$ cat config.mk
export PLATFORM = sky130hd
export DESIGN_NAME = return_address_stack
export DESIGN_NICKNAME = d
export VERILOG_FILES = /design/src/rtl/rat_pkg.sv /design/src/rtl/stack_mem.sv /design/src/rtl/return_address_stack.sv
export SDC_FILE = /design/constraint.sdc
export NUM_CORES = 1
export LEC_CHECK = 0
export BUFFER_PORTS_ARGS = -buffer_cell sky130_fd_sc_hd__buf_4
export CAP_MARGIN = 10
export CORE_ASPECT_RATIO = 0.8
export CORE_UTILIZATION = 62
export CTS_CLUSTER_SIZE = 8
export DETAILED_ROUTE_END_ITERATION = 6
export GPL_TIMING_DRIVEN = 0
export PLACE_DENSITY = 0.84
export SETUP_SLACK_MARGIN = 0.02
export SYNTH_ARGS = -nofsm -noshare
export SYNTH_HDL_FRONTEND = slang
export SYNTH_SLANG_ARGS = --single-unit
$ cat constraint.sdc
create_clock -name CLK -period 3.57 [get_ports CLK]
set_input_delay 0.1785 -clock CLK [delete_from_list [all_inputs] [get_ports CLK]]
set_output_delay 0.1785 -clock CLK [all_outputs]
set_load 0.01 [all_outputs]
$ cat src/rtl/rat_pkg.sv
// +--------------------------------------------------------------------------+
// | rat_pkg : PC width/type and stack-op encoding shared across the RAT MCU. |
// | rev 1.0                                                                  |
// +--------------------------------------------------------------------------+
`default_nettype none

package rat_pkg;

  localparam int PC_WIDTH = 10;

  typedef logic [PC_WIDTH-1:0] pc_addr_t;

  // Encoded as {PUSH, POP} so the strobes cast straight onto the op.
  typedef enum logic [1:0] {
    OP_NONE    = 2'b00,
    OP_POP     = 2'b01,
    OP_PUSH    = 2'b10,
    OP_REPLACE = 2'b11
  } stack_op_t;

endpackage

`default_nettype wire

$ cat src/rtl/stack_mem.sv
// +--------------------------------------------------------------------------+
// | stack_mem : DEPTH x ADDR_WIDTH register file, 1 sync write, 1 async read. |
// | rev 1.0                                                                  |
// +--------------------------------------------------------------------------+
`default_nettype none

module stack_mem
  import rat_pkg::*;
#(
  parameter int ADDR_WIDTH = PC_WIDTH,
  parameter int DEPTH      = 16
) (
  input  logic                       clk_i,
  input  logic                       rst_ni,
  input  logic                       we_i,
  input  logic [$clog2(DEPTH)-1:0]   waddr_i,
  input  logic [ADDR_WIDTH-1:0]      wdata_i,
  input  logic [$clog2(DEPTH)-1:0]   raddr_i,
  output logic [ADDR_WIDTH-1:0]      rdata_o
);

  logic [ADDR_WIDTH-1:0] mem_q [DEPTH];

  always_ff @(posedge clk_i or negedge rst_ni) begin
    if (!rst_ni) begin
      for (int i = 0; i < DEPTH; i++) begin
        mem_q[i] <= '0;
      end
    end else if (we_i) begin
      mem_q[waddr_i] <= wdata_i;
    end
  end

  assign rdata_o = mem_q[raddr_i];

endmodule

`default_nettype wire

$ cat src/rtl/return_address_stack.sv
// +--------------------------------------------------------------------------+
// | return_address_stack : CALL/RET return-address stack with sticky errors. |
// | rev 1.0                                                                  |
// +--------------------------------------------------------------------------+
`default_nettype none

module return_address_stack
  import rat_pkg::*;
#(
  parameter int ADDR_WIDTH = PC_WIDTH,
  parameter int DEPTH      = 16
) (
  input  logic                  CLK,
  input  logic                  RST,
  input  logic [ADDR_WIDTH-1:0] PC_COUNT,
  input  logic                  PUSH,
  input  logic                  POP,
  input  logic                  CLR_ERR,
  output logic [ADDR_WIDTH-1:0] FROM_STACK,
  output logic                  EMPTY,
  output logic                  FULL,
  output logic                  OVERFLOW,
  output logic                  UNDERFLOW
);

  localparam int IDX_W = $clog2(DEPTH);
  localparam int CNT_W = $clog2(DEPTH) + 1;
  localparam logic [CNT_W-1:0] CNT_FULL = CNT_W'(DEPTH);

  logic [CNT_W-1:0]      count_q, count_d;
  logic                  ovf_q, ovf_d;
  logic                  unf_q, unf_d;
  logic                  ovf_set, unf_set;
  logic                  mem_we;
  logic [IDX_W-1:0]      mem_waddr;
  logic [IDX_W-1:0]      top_idx;
  logic [ADDR_WIDTH-1:0] push_val;
  logic [ADDR_WIDTH-1:0] mem_rdata;
  stack_op_t             op;

  assign op       = stack_op_t'({PUSH, POP});
  assign push_val = PC_COUNT + ADDR_WIDTH'(1);
  // When full, the low bits of count are zero and this wraps to DEPTH-1.
  assign top_idx  = count_q[IDX_W-1:0] - IDX_W'(1);

  assign EMPTY     = (count_q == '0);
  assign FULL      = (count_q == CNT_FULL);
  assign OVERFLOW  = ovf_q;
  assign UNDERFLOW = unf_q;

  always_comb begin
    count_d   = count_q;
    mem_we    = 1'b0;
    mem_waddr = count_q[IDX_W-1:0];
    ovf_set   = 1'b0;
    unf_set   = 1'b0;
    case (op)
      OP_PUSH: begin
        if (FULL) begin
          ovf_set = 1'b1;
        end else begin
          mem_we  = 1'b1;
          count_d = count_q + CNT_W'(1);
        end
      end
      OP_POP: begin
        if (EMPTY) begin
          unf_set = 1'b1;
        end else begin
          count_d = count_q - CNT_W'(1);
        end
      end
      OP_REPLACE: begin
        mem_we = 1'b1;
        if (EMPTY) begin
          // Behaves as a plain push into slot 0, but the pop still faulted.
          count_d = CNT_W'(1);
          unf_set = 1'b1;
        end else begin
          mem_waddr = top_idx;
        end
      end
      default: begin
      end
    endcase
    ovf_d = (ovf_q & ~CLR_ERR) | ovf_set;
    unf_d = (unf_q & ~CLR_ERR) | unf_set;
  end

  always_ff @(posedge CLK or negedge RST) begin
    if (!RST) begin
      count_q <= '0;
      ovf_q   <= 1'b0;
      unf_q   <= 1'b0;
    end else begin
      count_q <= count_d;
      ovf_q   <= ovf_d;
      unf_q   <= unf_d;
    end
  end

  stack_mem #(
    .ADDR_WIDTH (ADDR_WIDTH),
    .DEPTH      (DEPTH)
  ) u_stack_mem (
    .clk_i   (CLK),
    .rst_ni  (RST),
    .we_i    (mem_we),
    .waddr_i (mem_waddr),
    .wdata_i (push_val),
    .raddr_i (top_idx),
    .rdata_o (mem_rdata)
  );

  assign FROM_STACK = EMPTY ? '0 : mem_rdata;

endmodule

`default_nettype wire
# After elaboration in Yosys (flattened, before gate mapping)
# Cells that the tools add are included.
[word_totals] regBits=167 in_bits=15 word_cells=64
[op_classes] n_addsub=4 n_lt_le_gt_ge=3 eq_ne=7 mux=19 bitwise_logic=7 n_reduce_logical=5
[ops] operator="$bwmux W160" n=1
[ops] operator="$bmux W10 S4" n=1
[ops] operator="$demux W10 S4" n=1
[ops] operator="$mux W10" n=4
[ops] operator="$mux W5" n=3
[ops] operator="$pmux W5 S3" n=1
[ops] operator="$add A10 B1 Y10 const B" n=1
[ops] operator="$ge A5 B5 Y1 const B" n=2
[ops] operator="$not A4 Y5" n=2
[ops] operator="$mux W4" n=2
[ops] operator="$ne A2 B2 Y1 const B" n=3
[ops] operator="$add A5 B1 Y5 const B" n=1
[ops] operator="$eq A5 B5 Y1 const B" n=1
[ops] operator="$logic_not A5 Y1" n=1
[ops] operator="$lt A5 B1 Y1 const B" n=1
[ops] operator="$mux W1" n=5
[ops] operator="$sub A5 B1 Y5 const B" n=1
[ops] operator="$eq A2 B2 Y1 const B" n=2
[ops] operator="$reduce_and A4 Y1" n=1
[ops] operator="$sub A4 B1 Y4 const B" n=1
[ops] operator="$reduce_bool A3 Y1" n=1
[ops] operator="$and A1 B1 Y1" n=2
[ops] operator="$eq A2 B1 Y1 const B" n=1
[ops] operator="$or A1 B1 Y1" n=2
[ops] operator="other kinds (4)" n=4

# Logic depth before layout (Yosys ltp)
# Gate-level depths: netlist (run 1).
[depth] word_depth=9 ltp_mapped=10 depth_no_buf=8

# By module
# Synthesis (run 1) repeated with hierarchy kept, for this count alone.
[unflattened] cells_unflattened=572 area_unflattened_um2=8155.3
[modules_own_cells] mod="stack_mem" n_inst=1 cells_each=446 area_per_inst_um2=7210.7 seq_area_each_um2=4003.8
[modules_own_cells] mod="return_address_stack" n_inst=1 cells_each=126 area_per_inst_um2=944.7 seq_area_each_um2=175.2

# Worst setup path after synthesis (run 1)
# No wires, ideal clock.
[synth_timing] kind="reg-to-reg" start="register count_q[0]" end="register u_stack_mem.mem_q[101] in the netlist's numbering" setup_time_ps=125 arrival_ps=2518 required_ps=3445 path_slack_ps=927 stages_incl_launch_ff=11 synth_period_minus_slack_ps=2643 cell_sequence="dfrtp_1 -> buf_2 -> inv_1 -> ha_1 -> or4b_4 -> buf_6 -> and3_1 -> o21ai_4 -> nand2b_1 -> buf_6 -> mux2_4"
[synth_via] elab_chain_len=9 elab_cells_between_ends=14 cone_classes="add/sub (1); order compare (2); eq/ne (1); mux (7); bitwise (1); reduce/logical (2)"
[synth_lines] item="from (decl)" line="return_address_stack.sv:30" rtl="logic [CNT_W-1:0] count_q, count_d;"
[synth_lines] item="from (signal assigned)" line="return_address_stack.sv:96" rtl="count_q <= count_d;"
[synth_lines] item="$sub A4 B1 Y4 or $logic_not A5 Y1 (tied branches)" line="return_address_stack.sv:44, return_address_stack.sv:46"
[synth_lines] item="$mux W4" line="return_address_stack.sv:75" rtl="if (EMPTY) begin"
[synth_lines] item="$mux W4" line="return_address_stack.sv:57" rtl="case (op)"
[synth_lines] item="$not A4 Y5 (not written as such)" line="stack_mem.sv:30" rtl="mem_q[waddr_i] <= wdata_i;"
[synth_lines] item="$ge A5 B5 Y1 (not written as such) or $lt A5 B1 Y1 (tied branches)" line="stack_mem.sv:30"
[synth_lines] item="$logic_and A1 B1 Y1 (not written as such)" line="stack_mem.sv:30"
[synth_lines] item="$mux W10 (not written as such)" line="stack_mem.sv:30"
[synth_lines] item="$demux W10 S4" line="stack_mem.sv:30"
[synth_lines] item="$bwmux W160" line="stack_mem.sv:30"
[synth_lines] item="to (signal, indexed assignment)" line="stack_mem.sv:30"
[synth_lines] item="to (decl)" line="stack_mem.sv:22" rtl="logic [ADDR_WIDTH-1:0] mem_q [DEPTH];"
# Several ways; a longest one is shown, not always the timed one.
# A chain may end at the register's enable or synchronous reset.

# Final worst setup path (run 1)
[layout_timing] start="register count_q[0]" end="output FROM_STACK[8]"
[layout_via] elab_chain_len=6 elab_cells_between_ends=7 cone_classes="add/sub (1); mux (4); bitwise (1); reduce/logical (1)"
[layout_lines] item="$sub A4 B1 Y4" line="return_address_stack.sv:44" rtl="assign top_idx = count_q[IDX_W-1:0] - IDX_W'(1);"
[layout_lines] item="$not A4 Y5 (not written as such)" line="stack_mem.sv:34" rtl="assign rdata_o = mem_q[raddr_i];"
[layout_lines] item="$bmux W10 S4" line="stack_mem.sv:34"
[layout_lines] item="$mux W10 (not written as such) (2 in series)" line="stack_mem.sv:34"
[layout_lines] item="$mux W10 *" line="return_address_stack.sv:115" rtl="assign FROM_STACK = EMPTY ? '0 : mem_rdata;"
[layout_lines] item="to (decl)" line="return_address_stack.sv:19" rtl="output logic [ADDR_WIDTH-1:0] FROM_STACK,"
# Mark *: on every way between the ends. The rest lies on a longest branch, timed or not. The select of a mux whose other input is x is not followed.

==> results of run 1 <==
[worst register-to-register path: stages (launching register included)]
cell      delay (ns)
dfrtp_1         0.37
buf_2           0.18
inv_1           0.26
ha_1            0.27
or4b_4          0.51
a211oi_1        0.33
o21ai_2         0.23
nor2_2          0.54
mux2_2          0.42
[sequential cells by signal, summed over array words and instances, names as in the netlist]
name	cells
u_stack_mem.mem_q	160
count_q	5
OVERFLOW	1
UNDERFLOW	1
[area by class of cell]
type | count | area (µm²) | area share
Sequential cell | 167 | 4180 | 0.440
Timing Repair Buffer | 30 | 254 | 0.0268
Clock inverter | 14 | 139 | 0.0146
Buffer | 35 | 188 | 0.0198
Tap cell | 175 | 219 | 0.0231
Clock buffer | 18 | 429 | 0.0452
Multi-Input combinational cell | 375 | 4010 | 0.422
Inverter | 21 | 78.8 | 0.00830
[power breakdown]
part,internal (mW),switching [mW],total (mW),leakage [nW]
registers,2.79,0.508,3.30,2.05
logic,2.44,2.35,4.80,1.87
clock network,0.980,0.820,1.80,0.271
total,6.22,3.68,9.90,4.19
[per-layer routing]
metal | vias to the layer above | part of all wire
met4 | 0 | 0.025
met5 | - | 0
li1 | 2301 | -
met1 | 2819 | 0.44
met2 | 208 | 0.48
met3 | 57 | 0.064
[cells by family after synthesis]
family / synth area share
AOI/OAI and AO/OA: 0.0706
xor gates and xnor gates: 0.0145
adders and majority gates: 0.0113
buffers and inverters: 0.0303
DFF: 0.495
muxes: 0.330
and+or+nand+nor: 0.0476
[worst paths after layout]
| path | to | slack, ns | depth (start not counted) |
|---|---|---|---|
| min in group asynchronous | count_q[1] | 0.32 | 2 |
| min reg2reg | u_stack_mem.mem_q[119] | 0.49 | 1 |
| min | UNDERFLOW | 0.06 | 3 |
| max | FROM_STACK[8] | 0.13 | 9 |
| max in group asynchronous | u_stack_mem.mem_q[31] | 2.33 | 3 |
| max reg2reg | u_stack_mem.mem_q[128] | 0.35 | 8 |
[per-stage QoR]
| stage | util | hold slack (ns) | total power, mW |
|---|---|---|---|
| after floorplan | - | -0.117 | 6.57 |
| after global placement | 0.678 | 0.372 | 7.71 |
| after detailed placement | 0.681 | 0.220 | 7.97 |
| after CTS | 0.726 | 0.0460 | 9.83 |
| after global routing | 0.727 | 0.0999 | 10.4 |
| final | 0.727 | 0.0567 | 9.90 |
[synth_stat cells (3+ instances only)]
master    count  share of area
dfrtp_1     167           0.50
mux2_2      121           0.16
mux4_2       34          0.091
mux2i_1      33          0.039
nand2_1      23          0.010
inv_1        21         0.0093
mux2_4       18          0.032
clkbuf_1     17         0.0076
buf_2        12         0.0071
nor2_1       12         0.0053
o21ai_0      10         0.0059
a21oi_1       9         0.0053
xnor2_1       9         0.0093
a21oi_4       8          0.015
nand2b_1      8         0.0059
o22ai_1       8         0.0059
a32oi_1       6         0.0062
ha_1          6         0.0089
nand3_1       6         0.0036
mux2_1        5         0.0067
xor2_1        5         0.0052
and3_1        4         0.0030
nor2b_1       4         0.0030
o31ai_1       4         0.0036
a31oi_1       3         0.0022
and2_1        3         0.0022
buf_6         3         0.0040
nor2_4        3         0.0040
[what timing repair did]
item / 4_1_cts / 5_1_grt
gates resized for setup: 3 / 7
endpoints found under the hold margin: 67 / 0
endpoints found under the setup margin: 9 / 10
hold buffers: 2 / 0
==> flow_metrics.tcl, run 1 <==
set metrics [dict create \
    outcome "complete, no violations" \
    first_iter_violations 424 \
    detail_route.wl_per_cell_um 23.4 \
    pre_cts_ws_ns 0.264 \
    synth_edf_count 0 \
    busiest_layer "met2" \
    die_x_um 132 \
    cts_post_setup_buffers_inserted 0 \
    fin_skew_ns 0.00999 \
    critPathLaunch "count_q[0]" \
    syn_area_um2 8430 \
    crit_type "flop to primary output" \
    ys.flop_type "dfrtp_1" \
    grt_overflow 0 \
    crit_slowest_cell "dfrtp_1" \
    met3_usage 0.0496 \
    async_flop_share 1.00 \
    drc 0 \
    p_leak_nw 4.19 \
    place_area_um2 8890 \
    global_route.usage.met2 0.461 \
    rows 37 \
    dp_hpwl_mm 12.9 \
    maxSlewHeadroom 0.379 \
    cts_buffers 17 \
    dieArea_um2 14100 \
    clkLatencyLatePin_ns 0.44 \
    layout_commonest_cell "dfrtp_1" \
    vias 5385 \
    drive_above_1_share 0.423 \
    path_common_cell "clkbuf_4" \
    wl_mm 19.5 \
    synth_area_per_cell_um2 14.1 \
    hp-class "input port to flop" \
    endpoint_kind "primary output" \
    instances_no_fill 835 \
    cts_tree "done" \
    final_cell_mix "dfrtp_1 (167), mux2_2 (121), mux4_2 (34)" \
    fillers 790 \
    area_growth_pct 12.6 \
    finalNetCount 669 \
    worstPathRequired_ns 3.39 \
    port_buffers 27 \
    core-area_um2 13100 \
    crit_buf_inv 5 \
    arrival_ns 3.26 \
    synth_nets 620 \
    drv_cap 0 \
    grt_pass1_vias 5613 \
    slew_violations 0 \
    clockRootBuffer "clkbuf_16" \
    fin_area_um2 9490 \
    crit_chain "buf_2 > inv_1 > ha_1 > xor2_1 > clkbuf_4 > clkbuf_4 > mux2i_1 > o22ai_1 > buf_4" \
    syn_inst 598 \
    grt_util_all_layers 0.302 \
    clkTransAtPathRegs_ns 0.07 \
    start_util 0.646 \
    fin_ws_ns 0.132 \
    place_inst 801 \
    synth_seq_cells 167 \
    fin_tns_setup_ns 0 \
    min_from "POP" \
    grt_pass1_wl_mm 31.4 \
    crit_family "buffers and inverters" \
    die_h_um 106 \
    cp_slowest_stage_delay_ns 0.37 \
    drt_first_pass_iters 5 \
    min_period_over_period 0.963 \
    vdd_ir_drop_max_mv 0.594 \
    hold_viol 0 \
    antenna_found_initial 0 \
    antenna_left 0 \
    worst_pin_slew_ns 0.925 \
    h-tree-depth 4 \
    viasPerCell 6.45 \
    antenna_cells 0 \
    setup_viol 0 \
    powerDensity_nw_per_um2 1040 \
    ys_seq_area_frac 0.495 \
    r2r_start "count_q[0]" \
    critPathLaunchType "flop" \
    synth.distinct_cells 57 \
    crit_fanout 10 \
    cts_sinks 167 \
    yosysWarnings 0 \
    fmax_ghz 0.291 \
    clock_path_buffers 2 \
    ios 29 \
    gp_congestion 0.868 \
    grt_max_degree 103 \
    grt_use_met1 0.440 \
    post-route-min-period_ns 3.44 \
]
Power figures use the tool's default switching activity.
==> inputs of run 2 (changes only) <==
- CORE_UTILIZATION: 62 -> 25
- PLACE_DENSITY: 0.84 -> 0.43
==> run 2 against run 1 <==
  * Sequential share of layout area is 1.5 points lower
  * Register-to-register slack lost 0.11 ns
  * Sequential power fell by 1%
  * Fmax increased by 1.4%
  * Routed wire length is 12% higher
  * Via count down 4.7%
  * Final cell count increased by 30%
  * Worst setup slack better by 0.048 ns
  * Critical endpoint is now FROM_STACK[9]
==> flow_metrics.tcl, run 2 (synthesis results as in run 1) <==
set metrics [dict create \
    drv_cap 0 \
    p_total_mw 10.0 \
    clock_path_buffers 2 \
    p_leak_nw 4.20 \
    fin_skew_ns 0.0125 \
    maxSlewHeadroom 0.205 \
    drc 0 \
    grt_pass1_wl_mm 34.6 \
    vias 5132 \
    die_x_um 207 \
    whs_endpoint "UNDERFLOW" \
    powerDensity_nw_per_um2 1020 \
    layout_commonest_cell "dfrtp_1" \
    endpoint_kind "primary output" \
    min_period_over_period 0.949 \
    worstPathRequired_ns 3.39 \
    largest-register "u_stack_mem.mem_q" \
    reg2reg_depth 7 \
    rows 59 \
    area_growth_pct 16.7 \
    cts_tree "done" \
    clkTransAtPathRegs_ns 0.07 \
    dp_hpwl_mm 15.1 \
    global_route.usage.met2 0.212 \
    grt_use_met1 0.189 \
    min_from "POP" \
    crit_fanout 10 \
    outcome "complete, no violations" \
    worst_pin_slew_ns 1.18 \
    wl_mm 21.9 \
    vdd_ir_drop_max_mv 0.398 \
    core-area_um2 32900 \
    cts_buffers 17 \
    start_util 0.257 \
    clockRootBuffer "clkbuf_16" \
    drt_first_pass_iters 4 \
    clkLatencyLatePin_ns 0.43 \
    dieArea_um2 34500 \
    port_buffers 27 \
    fillers 3276 \
    fin_ws_ns 0.181 \
    final_cell_mix "dfrtp_1 (166), mux2_2 (121), mux4_2 (34)" \
    ios 29 \
    hold_viol 0 \
    fin_tns_setup_ns 0 \
    hp-class "input port to flop" \
    grt_overflow 0 \
    arrival_ns 3.21 \
    die_h_um 166 \
    grt_max_degree 89 \
    rsz0062_at_grt "yes" \
    ff2ff_setup_slack_ns 0.24 \
    setup_viol 0 \
    first_iter_violations 291 \
    cts_sinks 167 \
    rr_endpoint "u_stack_mem.mem_q[52]" \
    viasPerCell 4.72 \
    largest_register_ffs 160 \
    h-tree-depth 4 \
    r2r_start "count_q[0]" \
    holdPathStages 3 \
    finalNetCount 669 \
    grt_util_all_layers 0.134 \
    detail_route.wl_per_cell_um 20.1 \
    antenna_found_initial 0 \
    pre_cts_ws_ns -0.114 \
    antenna_left 0 \
    met3_usage 0.0193 \
    crit_type "flop to primary output" \
    fmax_ghz 0.295 \
    critPathLaunchType "flop" \
    drive_above_1_share 0.426 \
    top_regs "u_stack_mem.mem_q x160, count_q x5" \
    busiest_layer "met2" \
    worst_hold_slack_ns 0.0407 \
    slew_violations 0 \
    post-route-min-period_ns 3.39 \
    grt_pass1_vias 5577 \
    gp_congestion 0.741 \
    antenna_cells 0 \
]
## run 2: cell count changes in the layout (fill, tap and decap cells not counted), sizes merged
cell and delta:
clkinvlp -3, bufinv -1, clkinv +4
## run 2: worst max-delay path by stage
stage	end	from	slack, ns	cells after the start
after global placement	FROM_STACK[0]	count_q[1]	-0.01	10
after global routing	FROM_STACK[1]	count_q[0]	-0.01	9
after detailed placement	FROM_STACK[0]	count_q[1]	-0.11	10
after floorplan	u_stack_mem.mem_q[101]	count_q[0]	0.93	10
final	FROM_STACK[9]	count_q[0]	0.18	9
after CTS	FROM_STACK[3]	count_q[0]	0.02	9
## run 2: cell type report
type | count | area [µm²] | share of cell area
clock buffer | 18 | 439 | 0.0446
clock inverter | 14 | 153 | 0.0155
buffer | 35 | 195 | 0.0198
multi-input combinational | 375 | 4000 | 0.407
sequential | 167 | 4180 | 0.425
timing repair buffer | 30 | 258 | 0.0262
tap | 427 | 534 | 0.0543
inverter | 21 | 78.8 | 0.00801
## run 2: power by group
| group | switching [mW] | internal, mW | total, mW |
|---|---|---|---|
| Clock | 0.886 | 0.959 | 1.84 |
| Sequential | 0.472 | 2.79 | 3.26 |
| Combinational | 2.45 | 2.46 | 4.90 |
| Total | 3.80 | 6.21 | 10.0 |
## run 2: per-stage QoR
step,instances,utilization,cell area [µm²]
finish,1087,0.300,9840
detailed placement,1053,0.280,9210
CTS,1087,0.299,9830
floorplan,598,-,8430
global placement,1052,0.279,9170
global route,1087,0.300,9840
## run 2: critical path: stages (launching register included)
cell,delay (ns)
dfrtp_1,0.32
buf_2,0.20
inv_1,0.18
ha_1,0.31
xnor2_1,0.93
nand2_1,0.11
a21oi_1,0.36
a31oi_1,0.12
nor2_1,0.12
buf_4,0.13
## run 2: repair_timing
item,CTS,global route
buffers inserted,0,0
hold buffers,2,0
endpoints found under the setup margin,9,15
pin swaps,0,0
resized for setup,5,11
endpoints found under the hold margin,89,0
## run 2: metal layers
layer / part of all wire / up-vias
met5: 0 / -
met4: 0.0086 / 0
met3: 0.028 / 12
met2: 0.47 / 76
met1: 0.49 / 2745
li1: - / 2299
==> inputs of run 3 (changes only) <==
- RECOVER_POWER: default -> 25
==> run 3 against run 2 <==
  * The run now ends with capacitance limit, slew limit left
  * Worst setup slack got worse by 0.0022 ns
  * Die area unchanged
  * Sequential share of layout area is essentially flat
==> flow_metrics.tcl, run 3 (synthesis results as in run 1) <==
set metrics [dict create \
    clockRootBuffer "clkbuf_16" \
    min_period_over_period 0.950 \
    largest-register "u_stack_mem.mem_q" \
    gp_congestion 0.741 \
    viasPerCell 4.73 \
    dieArea_um2 34500 \
    port_buffers 27 \
    grt_pass1_vias 5577 \
    fmax_ghz 0.295 \
    reg2reg_depth 7 \
    final_cell_mix "dfrtp_1 (166), mux2_2 (121), mux4_2 (34)" \
    clockPowerShare 0.184 \
    outcome "finished with violations" \
    grt_max_degree 89 \
    ios 29 \
    cts_tree "done" \
    cts_post_setup_buffers_inserted 0 \
    p_total_mw 10.0 \
    worstPathRequired_ns 3.39 \
    critPathLaunchType "flop" \
    start_util 0.257 \
    antenna_found_initial 0 \
    cts_buffers 17 \
    clock_path_buffers 2 \
    vias 5137 \
    worst_pin_slew_ns 2.34 \
    grt_util_all_layers 0.134 \
    instances_no_fill 1087 \
    top_regs "u_stack_mem.mem_q x160, count_q x5" \
    antenna_left 0 \
    hold_viol 0 \
    grt_pass1_wl_mm 34.6 \
    multi_input_area_um2 4000 \
    fin_skew_ns 0.0117 \
    slew_violations 88 \
    endpoint_kind "primary output" \
    grt_overflow 0 \
    die_h_um 166 \
    vdd_ir_drop_max_mv 0.399 \
    rows 59 \
    fillers 3277 \
    die_x_um 207 \
    finalNetCount 669 \
    drive_above_1_share 0.426 \
    arrival_ns 3.21 \
    maxSlewHeadroom -0.563 \
    drv_cap 1 \
    p_comb_frac 0.490 \
    powerDensity_nw_per_um2 1020 \
    wl_mm 21.9 \
    crit_type "flop to primary output" \
    power.switching_mw 3.81 \
    layout_commonest_cell "dfrtp_1" \
    drc 0 \
    detail_route.wl_per_cell_um 20.2 \
    first_iter_violations 291 \
    power_frac_seq 0.326 \
    place_inst 1053 \
    clkLatencyLatePin_ns 0.43 \
    crit_fanout 10 \
    setup_viol 0 \
    holdPathStages 3 \
    antenna_cells 0 \
    area_growth_pct 16.6 \
    cts_sinks 167 \
    rsz0062_at_grt "yes" \
    largest_register_ffs 160 \
    core-area_um2 32900 \
    hp-class "input port to flop" \
    p_leak_nw 4.20 \
    h-tree-depth 4 \
    drt_first_pass_iters 4 \
    regArea_um2 4180 \
    violations "capacitance limit, slew limit" \
    swShare 0.380 \
    p_int_mw 6.21 \
    dp_hpwl_mm 15.1 \
    clkTransAtPathRegs_ns 0.07 \
    post-route-min-period_ns 3.39 \
]
==> run 3: worst max-delay path, stage by stage (launching register included) <==
cell	delay [ns]
dfrtp_1	0.32
buf_2	0.20
inv_1	0.18
ha_1	0.31
xnor2_1	0.93
nand2_1	0.11
a21oi_1	0.36
a31oi_1	0.12
nor2_1	0.12
buf_4	0.13
==> run 3: cell type report <==
class,instances,share of cell area
buffer,35,0.0199
clock buffer,18,0.0447
clock inverter,14,0.0155
inverter,21,0.00802
multi-input combinational,375,0.407
sequential,167,0.425
tap,427,0.0543
timing repair buffer,30,0.0252
==> run 3: metrics by stage <==
stage	setup WS (ns)	hold WS [ns]	cell area [µm²]	util	TNS [ns]
final	0.178	0.0391	9830	0.299	0
after global routing	-0.0118	0.0778	9830	0.299	-0.0118
after CTS	0.0239	0.0291	9830	0.299	0
after detailed placement	-0.114	0.243	9210	0.280	-0.323
after global placement	-0.0135	0.374	9170	0.279	-0.0150
after floorplan	0.927	-0.117	8430	-	0
==> run 3: worst paths after layout <==
| path | start | to | slack (ns) |
|---|---|---|---|
| hold reg to reg | u_stack_mem.mem_q[88] | u_stack_mem.mem_q[88] | 0.50 |
| setup / recovery | count_q[0] | FROM_STACK[9] | 0.18 |
| min in group asynchronous | RST | count_q[3] | 0.95 |
| setup reg to reg | count_q[0] | u_stack_mem.mem_q[52] | 0.23 |
| max in group asynchronous | RST | count_q[1] | 1.13 |
| hold / removal | POP | UNDERFLOW | 0.04 |
==> run 3: timing repair <==
item                                    CTS  global route
endpoints found under the setup margin    9            15
endpoints found under the hold margin    89             0
hold buffers                              2             0
gates resized for setup                   5            11
==> run 3: layer usage <==
metal	routed length, µm	GRT usage	up-vias
met5	0	0	-
met1	10800	0.189	2753
met4	199	0.0383	0
li1	-	-	2299
met3	589	0.0193	14
met2	10300	0.212	71
==> run 3: power groups by stage <==
stage	clock [mW]	combinational, mW	sequential, mW
after floorplan	0	3.45	3.12
after CTS	1.89	4.95	3.26
after global placement	0	4.83	3.21
after global routing	1.99	5.29	3.38
final	1.85	4.90	3.27
after detailed placement	0	4.93	3.30
